==> src/rtl/core_types_pkg.sv <==
// Shared core types: physical-register/bank widths, issue-queue entry and
// issued-op records, and the writeback tag-match helper.
package core_types_pkg;

  localparam int LOG_PR_COUNT       = 6;
  localparam int LOG_PRF_BANK_COUNT = 2;
  localparam int PRF_BANK_COUNT     = 1 << LOG_PRF_BANK_COUNT;
  localparam int UPPER_PR_W         = LOG_PR_COUNT - LOG_PRF_BANK_COUNT;

  typedef logic [LOG_PR_COUNT-1:0]       pr_t;
  typedef logic [LOG_PRF_BANK_COUNT-1:0] bank_t;

  typedef struct packed {
    logic        valid;
    logic [3:0]  op;
    logic [31:0] imm;
    pr_t         A_PR;
    logic        A_unneeded;
    logic        A_ready;
    pr_t         B_PR;
    logic        is_imm;
    logic        B_ready;
    pr_t         dest_PR;
  } alu_iq_entry_t;

  typedef struct packed {
    logic        valid;
    logic [3:0]  op;
    logic        is_imm;
    logic [31:0] imm;
    logic        A_unneeded;
    logic        A_forward;
    bank_t       A_bank;
    logic        B_forward;
    bank_t       B_bank;
    pr_t         dest_PR;
    logic        req_A_valid;
    pr_t         req_A_PR;
    logic        req_B_valid;
    pr_t         req_B_PR;
  } alu_issue_t;

  // A tag can only be produced by the bank its low bits name.
  function automatic logic wb_hit(
    input pr_t                                        pr,
    input logic [PRF_BANK_COUNT-1:0]                  wb_valid,
    input logic [PRF_BANK_COUNT-1:0][UPPER_PR_W-1:0]  wb_upper
  );
    bank_t b;
    b = pr[LOG_PRF_BANK_COUNT-1:0];
    return wb_valid[b] & (wb_upper[b] == pr[LOG_PR_COUNT-1:LOG_PRF_BANK_COUNT]);
  endfunction

endpackage

==> src/rtl/pe_lsb.sv <==
// Lowest-index-first priority encoder: one-hot grant, binary index, any-set flag.
module pe_lsb #(
  parameter int WIDTH = 8,
  parameter int IDX_W = (WIDTH > 1) ? $clog2(WIDTH) : 1
) (
  input  logic [WIDTH-1:0] i_req,
  output logic [WIDTH-1:0] o_onehot,
  output logic [IDX_W-1:0] o_idx,
  output logic             o_valid
);

  assign o_onehot = i_req & (~i_req + WIDTH'(1));
  assign o_valid  = |i_req;

  // NOTE: the default assignment ahead of the loop keeps this block free of inferred latches.
  always_comb begin
    o_idx = '0;
    for (int i = WIDTH - 1; i >= 0; i--) begin
      if (i_req[i]) o_idx = IDX_W'(i);
    end
  end

endmodule

==> src/rtl/alu_iq_param.sv <==
// Oldest-first compacting ALU issue queue: multi-way dispatch, banked writeback
// wakeup (including on the dispatch cycle) and a registered single-issue stage.
module alu_iq_param
  import core_types_pkg::*;
#(
  parameter int IQ_ENTRIES    = 8,
  parameter int DISPATCH_WAYS = 4
) (
  input  logic                                        CLK,
  input  logic                                        RST,
  input  logic                                        flush_valid,
  input  logic [DISPATCH_WAYS-1:0]                    dispatch_valid_by_way,
  input  logic [DISPATCH_WAYS-1:0][3:0]               dispatch_op_by_way,
  input  logic [DISPATCH_WAYS-1:0][31:0]              dispatch_imm_by_way,
  input  logic [DISPATCH_WAYS-1:0][LOG_PR_COUNT-1:0]  dispatch_A_PR_by_way,
  input  logic [DISPATCH_WAYS-1:0]                    dispatch_A_unneeded_by_way,
  input  logic [DISPATCH_WAYS-1:0]                    dispatch_A_ready_by_way,
  input  logic [DISPATCH_WAYS-1:0][LOG_PR_COUNT-1:0]  dispatch_B_PR_by_way,
  input  logic [DISPATCH_WAYS-1:0]                    dispatch_is_imm_by_way,
  input  logic [DISPATCH_WAYS-1:0]                    dispatch_B_ready_by_way,
  input  logic [DISPATCH_WAYS-1:0][LOG_PR_COUNT-1:0]  dispatch_dest_PR_by_way,
  output logic [DISPATCH_WAYS-1:0]                    dispatch_ready_by_way,
  input  logic [PRF_BANK_COUNT-1:0]                   WB_valid_by_bank,
  input  logic [PRF_BANK_COUNT-1:0][UPPER_PR_W-1:0]   WB_upper_PR_by_bank,
  input  logic                                        issue_ready,
  output logic                                        issue_valid,
  output logic [3:0]                                  issue_op,
  output logic                                        issue_is_imm,
  output logic [31:0]                                 issue_imm,
  output logic                                        issue_A_unneeded,
  output logic                                        issue_A_forward,
  output logic [LOG_PRF_BANK_COUNT-1:0]               issue_A_bank,
  output logic                                        issue_B_forward,
  output logic [LOG_PRF_BANK_COUNT-1:0]               issue_B_bank,
  output logic [LOG_PR_COUNT-1:0]                     issue_dest_PR,
  output logic                                        PRF_req_A_valid,
  output logic [LOG_PR_COUNT-1:0]                     PRF_req_A_PR,
  output logic                                        PRF_req_B_valid,
  output logic [LOG_PR_COUNT-1:0]                     PRF_req_B_PR
);

  localparam int IDX_W = $clog2(IQ_ENTRIES);
  localparam int CNT_W = $clog2(IQ_ENTRIES + 1);

  alu_iq_entry_t         r_q     [IQ_ENTRIES];
  alu_iq_entry_t         w_woken [IQ_ENTRIES];
  alu_iq_entry_t         w_next  [IQ_ENTRIES];
  alu_issue_t            r_issue, w_issue;
  logic [CNT_W-1:0]      w_count;
  logic [IQ_ENTRIES-1:0] w_a_match, w_b_match, w_a_fwd, w_b_fwd, w_ready, w_sel_onehot;
  logic [IDX_W-1:0]      w_sel_idx;
  logic                  w_sel_valid;

  always_comb begin
    w_count = '0;
    for (int i = 0; i < IQ_ENTRIES; i++) begin
      w_a_match[i] = r_q[i].valid & wb_hit(r_q[i].A_PR, WB_valid_by_bank, WB_upper_PR_by_bank);
      w_b_match[i] = r_q[i].valid & wb_hit(r_q[i].B_PR, WB_valid_by_bank, WB_upper_PR_by_bank);
      // Forwarding only applies to an operand that is actually read and not yet captured.
      w_a_fwd[i]   = w_a_match[i] & ~r_q[i].A_ready & ~r_q[i].A_unneeded;
      w_b_fwd[i]   = w_b_match[i] & ~r_q[i].B_ready & ~r_q[i].is_imm;
      w_ready[i]   = r_q[i].valid
                   & (r_q[i].A_ready | r_q[i].A_unneeded | w_a_match[i])
                   & (r_q[i].B_ready | r_q[i].is_imm     | w_b_match[i]);
      w_woken[i]         = r_q[i];
      w_woken[i].A_ready = r_q[i].A_ready | w_a_match[i];
      w_woken[i].B_ready = r_q[i].B_ready | w_b_match[i];
      w_count = w_count + CNT_W'(r_q[i].valid);
    end
  end

  // Credit comes from registered occupancy only; a same-cycle issue does not free a slot.
  always_comb begin
    dispatch_ready_by_way = '0;
    for (int w = 0; w < DISPATCH_WAYS; w++) begin
      dispatch_ready_by_way[w] = (IQ_ENTRIES - int'(w_count)) > w;
    end
  end

  pe_lsb #(.WIDTH(IQ_ENTRIES), .IDX_W(IDX_W)) u_select (
    .i_req    (w_ready & {IQ_ENTRIES{issue_ready & ~flush_valid}}),
    .o_onehot (w_sel_onehot),
    .o_idx    (w_sel_idx),
    .o_valid  (w_sel_valid)
  );

  always_comb begin
    w_issue = '0;
    for (int i = 0; i < IQ_ENTRIES; i++) begin
      if (w_sel_onehot[i]) begin
        w_issue.valid       = 1'b1;
        w_issue.op          = r_q[i].op;
        w_issue.is_imm      = r_q[i].is_imm;
        w_issue.imm         = r_q[i].imm;
        w_issue.A_unneeded  = r_q[i].A_unneeded;
        w_issue.A_forward   = w_a_fwd[i];
        w_issue.A_bank      = w_a_fwd[i] ? r_q[i].A_PR[LOG_PRF_BANK_COUNT-1:0] : '0;
        w_issue.B_forward   = w_b_fwd[i];
        w_issue.B_bank      = w_b_fwd[i] ? r_q[i].B_PR[LOG_PRF_BANK_COUNT-1:0] : '0;
        w_issue.dest_PR     = r_q[i].dest_PR;
        w_issue.req_A_valid = ~r_q[i].A_unneeded & ~w_a_fwd[i];
        w_issue.req_A_PR    = w_issue.req_A_valid ? r_q[i].A_PR : '0;
        w_issue.req_B_valid = ~r_q[i].is_imm & ~w_b_fwd[i];
        w_issue.req_B_PR    = w_issue.req_B_valid ? r_q[i].B_PR : '0;
      end
    end
  end

  // Remove the selected entry, close the gap, then append accepted ways in way order.
  always_comb begin
    int            slot;
    alu_iq_entry_t ent;
    for (int i = 0; i < IQ_ENTRIES; i++) w_next[i] = w_woken[i];
    if (w_sel_valid) begin
      for (int i = 0; i < IQ_ENTRIES - 1; i++) begin
        if (i >= int'(w_sel_idx)) w_next[i] = w_woken[i + 1];
      end
      w_next[IQ_ENTRIES-1] = '0;
    end
    slot = int'(w_count) - int'(w_sel_valid);
    ent  = '0;
    for (int w = 0; w < DISPATCH_WAYS; w++) begin
      if (dispatch_valid_by_way[w] & dispatch_ready_by_way[w]) begin
        ent.valid      = 1'b1;
        ent.op         = dispatch_op_by_way[w];
        ent.imm        = dispatch_imm_by_way[w];
        ent.A_PR       = dispatch_A_PR_by_way[w];
        ent.A_unneeded = dispatch_A_unneeded_by_way[w];
        ent.A_ready    = dispatch_A_ready_by_way[w]
                       | wb_hit(dispatch_A_PR_by_way[w], WB_valid_by_bank, WB_upper_PR_by_bank);
        ent.B_PR       = dispatch_B_PR_by_way[w];
        ent.is_imm     = dispatch_is_imm_by_way[w];
        ent.B_ready    = dispatch_B_ready_by_way[w]
                       | wb_hit(dispatch_B_PR_by_way[w], WB_valid_by_bank, WB_upper_PR_by_bank);
        ent.dest_PR    = dispatch_dest_PR_by_way[w];
        w_next[IDX_W'(slot)] = ent;
        slot = slot + 1;
      end
    end
    if (flush_valid) begin
      for (int i = 0; i < IQ_ENTRIES; i++) w_next[i] = '0;
    end
  end

  // NOTE: non-blocking assignments make every register sample pre-edge values regardless of block order.
  always_ff @(posedge CLK) begin
    if (RST) begin
      // NOTE: entries are cleared whole, not just their valid bits, so no stored field leaves reset as X.
      for (int i = 0; i < IQ_ENTRIES; i++) r_q[i] <= '0;
      r_issue <= '0;
    end else begin
      r_q     <= w_next;
      r_issue <= w_issue;
    end
  end

  assign issue_valid      = r_issue.valid;
  assign issue_op         = r_issue.op;
  assign issue_is_imm     = r_issue.is_imm;
  assign issue_imm        = r_issue.imm;
  assign issue_A_unneeded = r_issue.A_unneeded;
  assign issue_A_forward  = r_issue.A_forward;
  assign issue_A_bank     = r_issue.A_bank;
  assign issue_B_forward  = r_issue.B_forward;
  assign issue_B_bank     = r_issue.B_bank;
  assign issue_dest_PR    = r_issue.dest_PR;
  assign PRF_req_A_valid  = r_issue.req_A_valid;
  assign PRF_req_A_PR     = r_issue.req_A_PR;
  assign PRF_req_B_valid  = r_issue.req_B_valid;
  assign PRF_req_B_PR     = r_issue.req_B_PR;

endmodule

==> config.mk <==
export PLATFORM = sky130hd
export DESIGN_NAME = alu_iq_param
export DESIGN_NICKNAME = d
export VERILOG_FILES = /design/src/rtl/core_types_pkg.sv /design/src/rtl/pe_lsb.sv /design/src/rtl/alu_iq_param.sv
export SDC_FILE = /design/constraint.sdc
export NUM_CORES = 2
export LEC_CHECK = 0
export CAP_MARGIN = 10
export CELL_PAD_IN_SITES_DETAIL_PLACEMENT = 0
export CELL_PAD_IN_SITES_GLOBAL_PLACEMENT = 1
export CORE_UTILIZATION = 45
export DETAILED_ROUTE_END_ITERATION = 10
export PLACE_DENSITY_LB_ADDON = 0.1
export REMOVE_ABC_BUFFERS = 1
export SLEW_MARGIN = 20
export SYNTH_ARGS = -nofsm -noshare
export SYNTH_HDL_FRONTEND = slang
export SYNTH_SLANG_ARGS = --single-unit
==> constraint.sdc <==
create_clock -name CLK -period 15 [get_ports CLK]
set_input_delay 2.25 -clock CLK [delete_from_list [all_inputs] [get_ports CLK]]
set_output_delay 2.25 -clock CLK [all_outputs]
set_load 0.02 [all_outputs]
# Word level (Yosys, flattened, before mapping)
# Cells that the tools add are included.
[word_totals]
reg_bits = 537
input_bits = 260
output_inout_bits = 69
word_cells = 572
[classes]
add_sub_neg = 13
order_cmp = 43
n_eq_ne = 24
n_mux = 171
bitwise = 221
n_reduce_logical = 6
[op_table]
columns = ["op", "count"]
rows = [
  ["$mux W472", 5],
  ["$bwmux W472", 4],
  ["$demux W59 S3", 4],
  ["$mux W59", 11],
  ["$mux W65", 8],
  ["$bmux W4 S2", 24],
  ["$and A1 B1 Y1", 109],
  ["$eq A4 B4 Y1", 24],
  ["$mux W4", 24],
  ["$mux W6", 16],
  ["$lt A2 B3 Y1 const B", 24],
  ["$or A1 B1 Y1", 56],
  ["$not A1 Y1", 49],
  ["$bmux W1 S2", 24],
  ["$mux W3", 11],
  ["$mux W2", 16],
  ["$mux W1", 24],
  ["$add A4 B1 Y4", 4],
  ["$and A8 B8 Y8", 2],
  ["$ge A3 B4 Y1 const B", 4],
  ["$lt A3 B1 Y1 const B", 4],
  ["$not A3 Y3", 4],
  ["$gt A5 B3 Y1 const B", 2],
  ["$add A3 B2 Y3 const B", 3],
  ["other kinds (15)", 22],
]

# Longest topological paths before layout
[logic_depth]
depth_word = 28
mapped_depth = 30
depth_no_buf = 24

# Hierarchy
# Synthesis repeated with hierarchy kept, for this count alone.
[unflattened]
cells_unflattened = 4574
area_unflattened_um2 = 35301.4
[modules_own_cells]
columns = ["mod", "instances", "cells_per_inst", "area_each_um2", "seq_area_each_um2"]
rows = [
  ["alu_iq_param", 1, 4551, 35162.5, 10750.3],
  ["pe_lsb", 1, 23, 138.9, 0.0],
]

# Worst setup path before layout
# No wires, ideal clock.
[synth_timing]
path_kind = "input port to flip-flop"
startpoint = "in WB_upper_PR_by_bank[11] (netlist bit)"
endpoint = "reg r_q[252] (netlist bit)"
setup_ns = 0.133
arrival_time_ns = 8.095
required_time_ns = 14.867
slack_ns = 6.773
stages = 29
n_path_buf = 6
path_cell_list = "clkbuf_1 > mux4_2 > xnor2_1 > nand4_1 > a21oi_2 > o221ai_1 > and4_1 > buf_2 > nand3_1 > nor2b_1 > buf_2 > inv_2 > buf_2 > ha_1 > ha_1 > inv_1 > ha_1 > mux2_2 > ha_1 > mux2_2 > ha_1 > xnor3_1 > nand3b_1 > a21oi_1 > nand2_1 > clkbuf_1 > clkbuf_1 > o221ai_1 > a21oi_1"
[synth_via]
elab_chain_cells = 28
elab_cells_between_ends = 164
cone_classes = "add/sub (4); order compare (9); eq/ne (16); mux (61); bitwise (69); reduce/logical (5)"
[synth_rtl]
columns = ["item", "line", "source"]
rows = [
  ["from (decl)", "alu_iq_param.sv:24", "input logic [PRF_BANK_COUNT-1:0][UPPER_PR_W-1:0] WB_upper_PR_by_bank,"],
  ["$bmux W4 S2", "core_types_pkg.sv:51", "return wb_valid[b] & (wb_upper[b] == pr[LOG_PR_COUNT-1:LOG_PRF_BANK_COUNT]);"],
  ["$mux W4 (not written as such)", "core_types_pkg.sv:51", ""],
  ["$eq A4 B4 Y1", "core_types_pkg.sv:51", ""],
  ["$and A1 B1 Y1", "core_types_pkg.sv:51", ""],
  ["$and A1 B1 Y1", "alu_iq_param.sv:57", "w_a_match[i] = r_q[i].valid & wb_hit(r_q[i].A_PR, WB_valid_by_bank, WB_upper_PR_by_bank);"],
  ["$or A1 B1 Y1", "alu_iq_param.sv:63", "& (r_q[i].A_ready | r_q[i].A_unneeded | w_a_match[i])"],
  ["$and A1 B1 Y1", "alu_iq_param.sv:63", ""],
  ["$and A1 B1 Y1", "alu_iq_param.sv:64", "& (r_q[i].B_ready | r_q[i].is_imm | w_b_match[i]);"],
  ["$and A8 B8 Y8 (*)", "alu_iq_param.sv:81", ".i_req (w_ready & {IQ_ENTRIES{issue_ready & ~flush_valid}}),"],
  ["branches (longest 18 deep; another with $ge A3 B4 Y1)", "-", ""],
  ["$mux W472 (*)", "alu_iq_param.sv:123", "if (dispatch_valid_by_way[w] & dispatch_ready_by_way[w]) begin"],
  ["to (signal assigned)", "alu_iq_param.sv:152", "r_q <= w_next;"],
  ["to (decl)", "alu_iq_param.sv:45", "alu_iq_entry_t r_q [IQ_ENTRIES];"],
]
# Every way passes the cells marked *. The select of a mux whose other input is x is not followed.
# A chain may end at the register's enable or synchronous reset.

# Final worst setup path
[layout_timing]
startpoint = "in WB_upper_PR_by_bank[15] (netlist bit)"
endpoint = "reg r_q[348] (netlist bit)"
# The elaborated chain is that of the path after synthesis.

==> results.txt <==
- Buffer and inverter count on the worst path: 5
- Number of buffers created by CTS: about 60
* Sort of element at the end of the critical path: flip-flop
- Global route total overflow: 0
- Avg Synthesized Cell Area: 7.84 um^2
* Cell variety after synth: 94
* Via count of the first global-routing pass: about 34000
- In the routed design, unresolved DRC markers number 0.
- The analysis attributes to net switching a power of approximately 0.0026 W.
* Ports placed on the boundary: 329
- Setup repair after global routing left no endpoint under its margin.
- After layout, the worst path uses 77.2% of the clock period.
- Post-Synthesis Cells: 4237
- Max-cap violations in this run came to 0.
* Min Clock Period, post-route: between 10 and 15 ns
* Share of synthesized area occupied by flip-flops and latches: 32.3%
- For the final database, setup skew stands at a little over 0.04 ns.
* CP Cell Sequence: clkdlybuf4s50_1, mux4_2, xor2_1, nor4_1, and2_1, o221ai_1, and4_2, nand3_4, nor2b_4, inv_2, ha_1, xnor2_1, inv_2, xnor2_1, inv_2, ha_1, xnor3_1, nor3b_1, a21oi_1, nor2_1, nand2_4, buf_4, o21ai_0, a21oi_1
* Number of rows created at floorplan: 99
- Maximum root-to-sink buffer count: 3
* Global placer's final weighted congestion: 0.976
- Total Nets Final: 4525
- Before antenna repair, the detailed router went through 7 iterations.
- Endpoint of the worst-slack reg-to-reg timing path: r_q[348]
- By area the synthesized netlist is led by sky130_fd_sc_hd__dfxtp_1, sky130_fd_sc_hd__nand2_1, sky130_fd_sc_hd__a21oi_1.
- The die covers 75000 um^2.
- Number of enable-type register cells in the synthesized netlist: 0
- Start of the worst register-to-register path: r_q[303]
- The clock network is responsible for 27.5% of the overall power.
- At the pin with the least slew margin, the transition time is 1.22 ns.
- On the worst path, the slowest cell contributes a delay of 1.00 ns.
- Antenna violations before repair: 7
- CTS H-tree lvls: 2
- The routed design has ~160000 um of wire.
* Std-Cell Core Area: 73000 um^2
* Main synth FF type: sky130_fd_sc_hd__dfxtp_1
- Count of buffers added by post-CTS timing repair for setup: 0
- Type of the worst min-delay path: reg -> reg
* Final hold violation count: 0
* Nature of the critical path startpoint: input port
- Final design instance area without fill: roughly 39000 um^2
* Data arrival time of the critical path: approximately 12 ns
- Synth-to-layout area growth: 16.9%
* Largest delay contributor family on the critical path: simple AND/OR/NAND/NOR gates
- Flop pwr share: 28.0%
* Post-synthesis async set-or-reset flop share: 0%
* Max-slew violation total from the final report: 0
- After detailed routing, the average wire length per cell comes to 29.9 um.
- For this design, the sink count on the clock tree is 537.
- For this run, the top clock speed supported by timing is 0.0863 GHz.
- Final antenna-violating net count: 0
- Measured against its own limit, the worst slew margin works out to a little under a fifth.
- Total routing resource utilization after global routing: 40.2%
- Proportion of netlist area held by the largest area contributor: between 30 and 40%
* DP Area: 36700 um^2
- Cell taking the most area after synthesis: sky130_fd_sc_hd__dfxtp_1
- VDD sags by at most 198 uV.
- Entering global routing, the biggest net connects 90 pins.
* DR iter-0 viols: a little under 6000
- The floorplan step set the die width to 274 um.
- Ranked by instance count, the synthesized netlist is headed by sky130_fd_sc_hd__nand2_1, sky130_fd_sc_hd__dfxtp_1, sky130_fd_sc_hd__a21oi_1.
* Later-pin clock latency in the skew report: 0.68 ns
- Clock Root Buffer: sky130_fd_sc_hd__clkbuf_16
* Count of cells along the worst register-to-register path: 23
* Switching share of total power: 44.1%
* Clock edge transition at the registers on the reported setup and hold paths: 0.06 ns
- Count of input and output buffers: 328
- For the worst setup path, the data required time is 15.48 ns.
- In this run, post-CTS repair resized a total of 0 instances.
* Last element of the critical path: r_q[348]
- In this run the vertical extent of the chip is 274 um.
* Netlist area before placement: 33200 um^2
- Number of filler instances in the final layout: slightly below 7000
* Initial Util: between 40 and 50%
- Setup slack of the worst register-to-register path: 5.46 ns
- Share of cells above drive strength 1: 8.73%
- TritonCTS built the clock tree.
- Final setup viols: 0
* Critical path's most frequent cell: sky130_fd_sc_hd__inv_2
* Top-count cell post-synth: sky130_fd_sc_hd__nand2_1
- At the placement stage, the worst setup path has a slack of 3.12 ns.
- Via-per-instance ratio: 7.01
- In this run, synthesis produced a sequential element count of around 540.
- In this run the worst path has a maximum fanout of 89.
- Summed over all cells, the static leakage comes to 12.7 nW.
- Cell internal power was estimated by the tool at 0.00325 W.
- Hold Buf Count CTS: 0
- Post-Route Hold Slack: 0.458 ns
- Of the total power, combinational logic draws between 40% and 50%.
* HPWL after detailed placement: 92400 um
- Setup slack of the critical path after layout: 3.42 ns
- Run status: finished clean
* Cell Pwr Density: 150 nW/um^2
- The first global-routing pass estimated 227000 um of wire.
* Setup CP Type: in -> reg
- Origin of the worst setup path: WB_upper_PR_by_bank[15]
- For this block, the via count after detailed routing is 36900.
- Yosys Warn Count: 0
- The largest individual stage delay along the critical path comes from the cell sky130_fd_sc_hd__clkdlybuf4s50_1.
- In this run the number of cells on the critical path is 24.
==> flip-flops by register name, summed over array words and instances (netlist names), 2 cells and up <==
register and flops:
r_q 472, issue_imm 32, PRF_req_A_PR 6, PRF_req_B_PR 6, issue_dest_PR 6, issue_op 4
issue_A_bank 2, issue_B_bank 2
==> layer usage <==
| metal | vias up | wire length [um] | global-route usage, % |
|---|---|---|---|
| met5 | - | 0 | 0.257 |
| met4 | 0 | 8630 | 20.4 |
| met3 | 595 | 19500 | 9.24 |
| met2 | 2921 | 68400 | 61.1 |
| met1 | 17500 | 60700 | 53.1 |
| li1 | 15800 | - | - |
==> cells by family after synthesis <==
group / count (synthesis) / share of synthesized area (%)
AOI/OAI and AO/OA: 1499 / 30.5
and+or+nand+nor: 1340 / 17.3
muxes: 186 / 9.08
xor gates and xnor gates: 136 / 3.69
buffers and inverters: 523 / 6.40
adders and majority gates: 16 / 0.693
DFF: 537 / 32.3
==> worst register-to-register path: stages, from the launching register on <==
cell,delay (ns)
sky130_fd_sc_hd__dfxtp_1,0.68
sky130_fd_sc_hd__mux4_2,0.59
sky130_fd_sc_hd__xor2_1,0.21
sky130_fd_sc_hd__nor4_1,0.09
sky130_fd_sc_hd__and2_1,0.18
sky130_fd_sc_hd__o221ai_1,0.62
sky130_fd_sc_hd__and4_2,0.40
sky130_fd_sc_hd__nand3_4,0.82
sky130_fd_sc_hd__nor2b_4,0.40
sky130_fd_sc_hd__inv_2,0.32
sky130_fd_sc_hd__ha_1,0.55
sky130_fd_sc_hd__xnor2_1,0.62
sky130_fd_sc_hd__inv_2,0.24
sky130_fd_sc_hd__xnor2_1,0.64
sky130_fd_sc_hd__inv_2,0.25
sky130_fd_sc_hd__ha_1,0.25
sky130_fd_sc_hd__xnor3_1,0.37
sky130_fd_sc_hd__nor3b_1,0.20
sky130_fd_sc_hd__a21oi_1,0.06
sky130_fd_sc_hd__nor2_1,0.56
sky130_fd_sc_hd__nand2_4,0.35
sky130_fd_sc_hd__buf_4,0.57
sky130_fd_sc_hd__o21ai_0,0.36
sky130_fd_sc_hd__a21oi_1,0.07
==> final cells by class <==
| cell class | count | area [um^2] | share of cell area (%) |
|---|---|---|---|
| clock inverter | 21 | 333 | 0.857 |
| sequential | 537 | 10800 | 27.7 |
| antenna | 5 | 12.5 | 0.0322 |
| tap | 959 | 1200 | 3.09 |
| multi-input combinational | 3177 | 20700 | 53.2 |
| clock buffer | 89 | 1760 | 4.54 |
| timing repair buffer | 405 | 3870 | 9.95 |
| inverter | 67 | 251 | 0.648 |
==> metrics by stage <==
step	std cells	TNS (ns)	util [%]	power (W)
floorplan	3781	-722.37	-	0.00309
global placement	5144	0	50.3	0.00409
detailed placement	5144	0	50.3	0.00410
CTS	5254	0	53.2	0.00569
global route	5260	0	53.2	0.00600
finish	5260	0	53.2	0.00582
==> how the worst min path moves through the flow <==
stage                       start  endpoint  slack (ns)  cells past startpoint
final                     r_q[56]  r_q[115]        0.46                      2
after global routing      r_q[56]  r_q[115]        0.47                      2
after CTS                 r_q[41]  r_q[100]        0.45                      2
after detailed placement  r_q[41]  r_q[100]        0.44                      2
after global placement    r_q[43]  r_q[102]        0.44                      2
after floorplan           r_q[41]  r_q[100]        0.44                      2
==> power groups by stage <==
stage	Clock [W]	Sequential (W)	Combinational [W]
floorplan	0	0.00162	0.00147
global route	0.00167	0.00163	0.00269
detailed placement	0	0.00165	0.00245
global placement	0	0.00165	0.00244
CTS	0.00161	0.00162	0.00246
finish	0.00160	0.00163	0.00259
==> cell usage in the layout (no fill, tap or decap), drive strengths merged, types with 62 or more instances in the layout <==
master / n
a211oi: 65
a21oi: 485
a221oi: 208
a311oi: 116
buf: 78
clkbuf: 89
clkdlybuf4s50: 327
dfxtp: 537
inv: 69
mux2i: 89
mux4: 92
nand2: 838
nor2: 245
nor3: 62
o211ai: 66
o21ai: 201
o22ai: 72
xor2: 83
(Power assumes the default switching activity.)
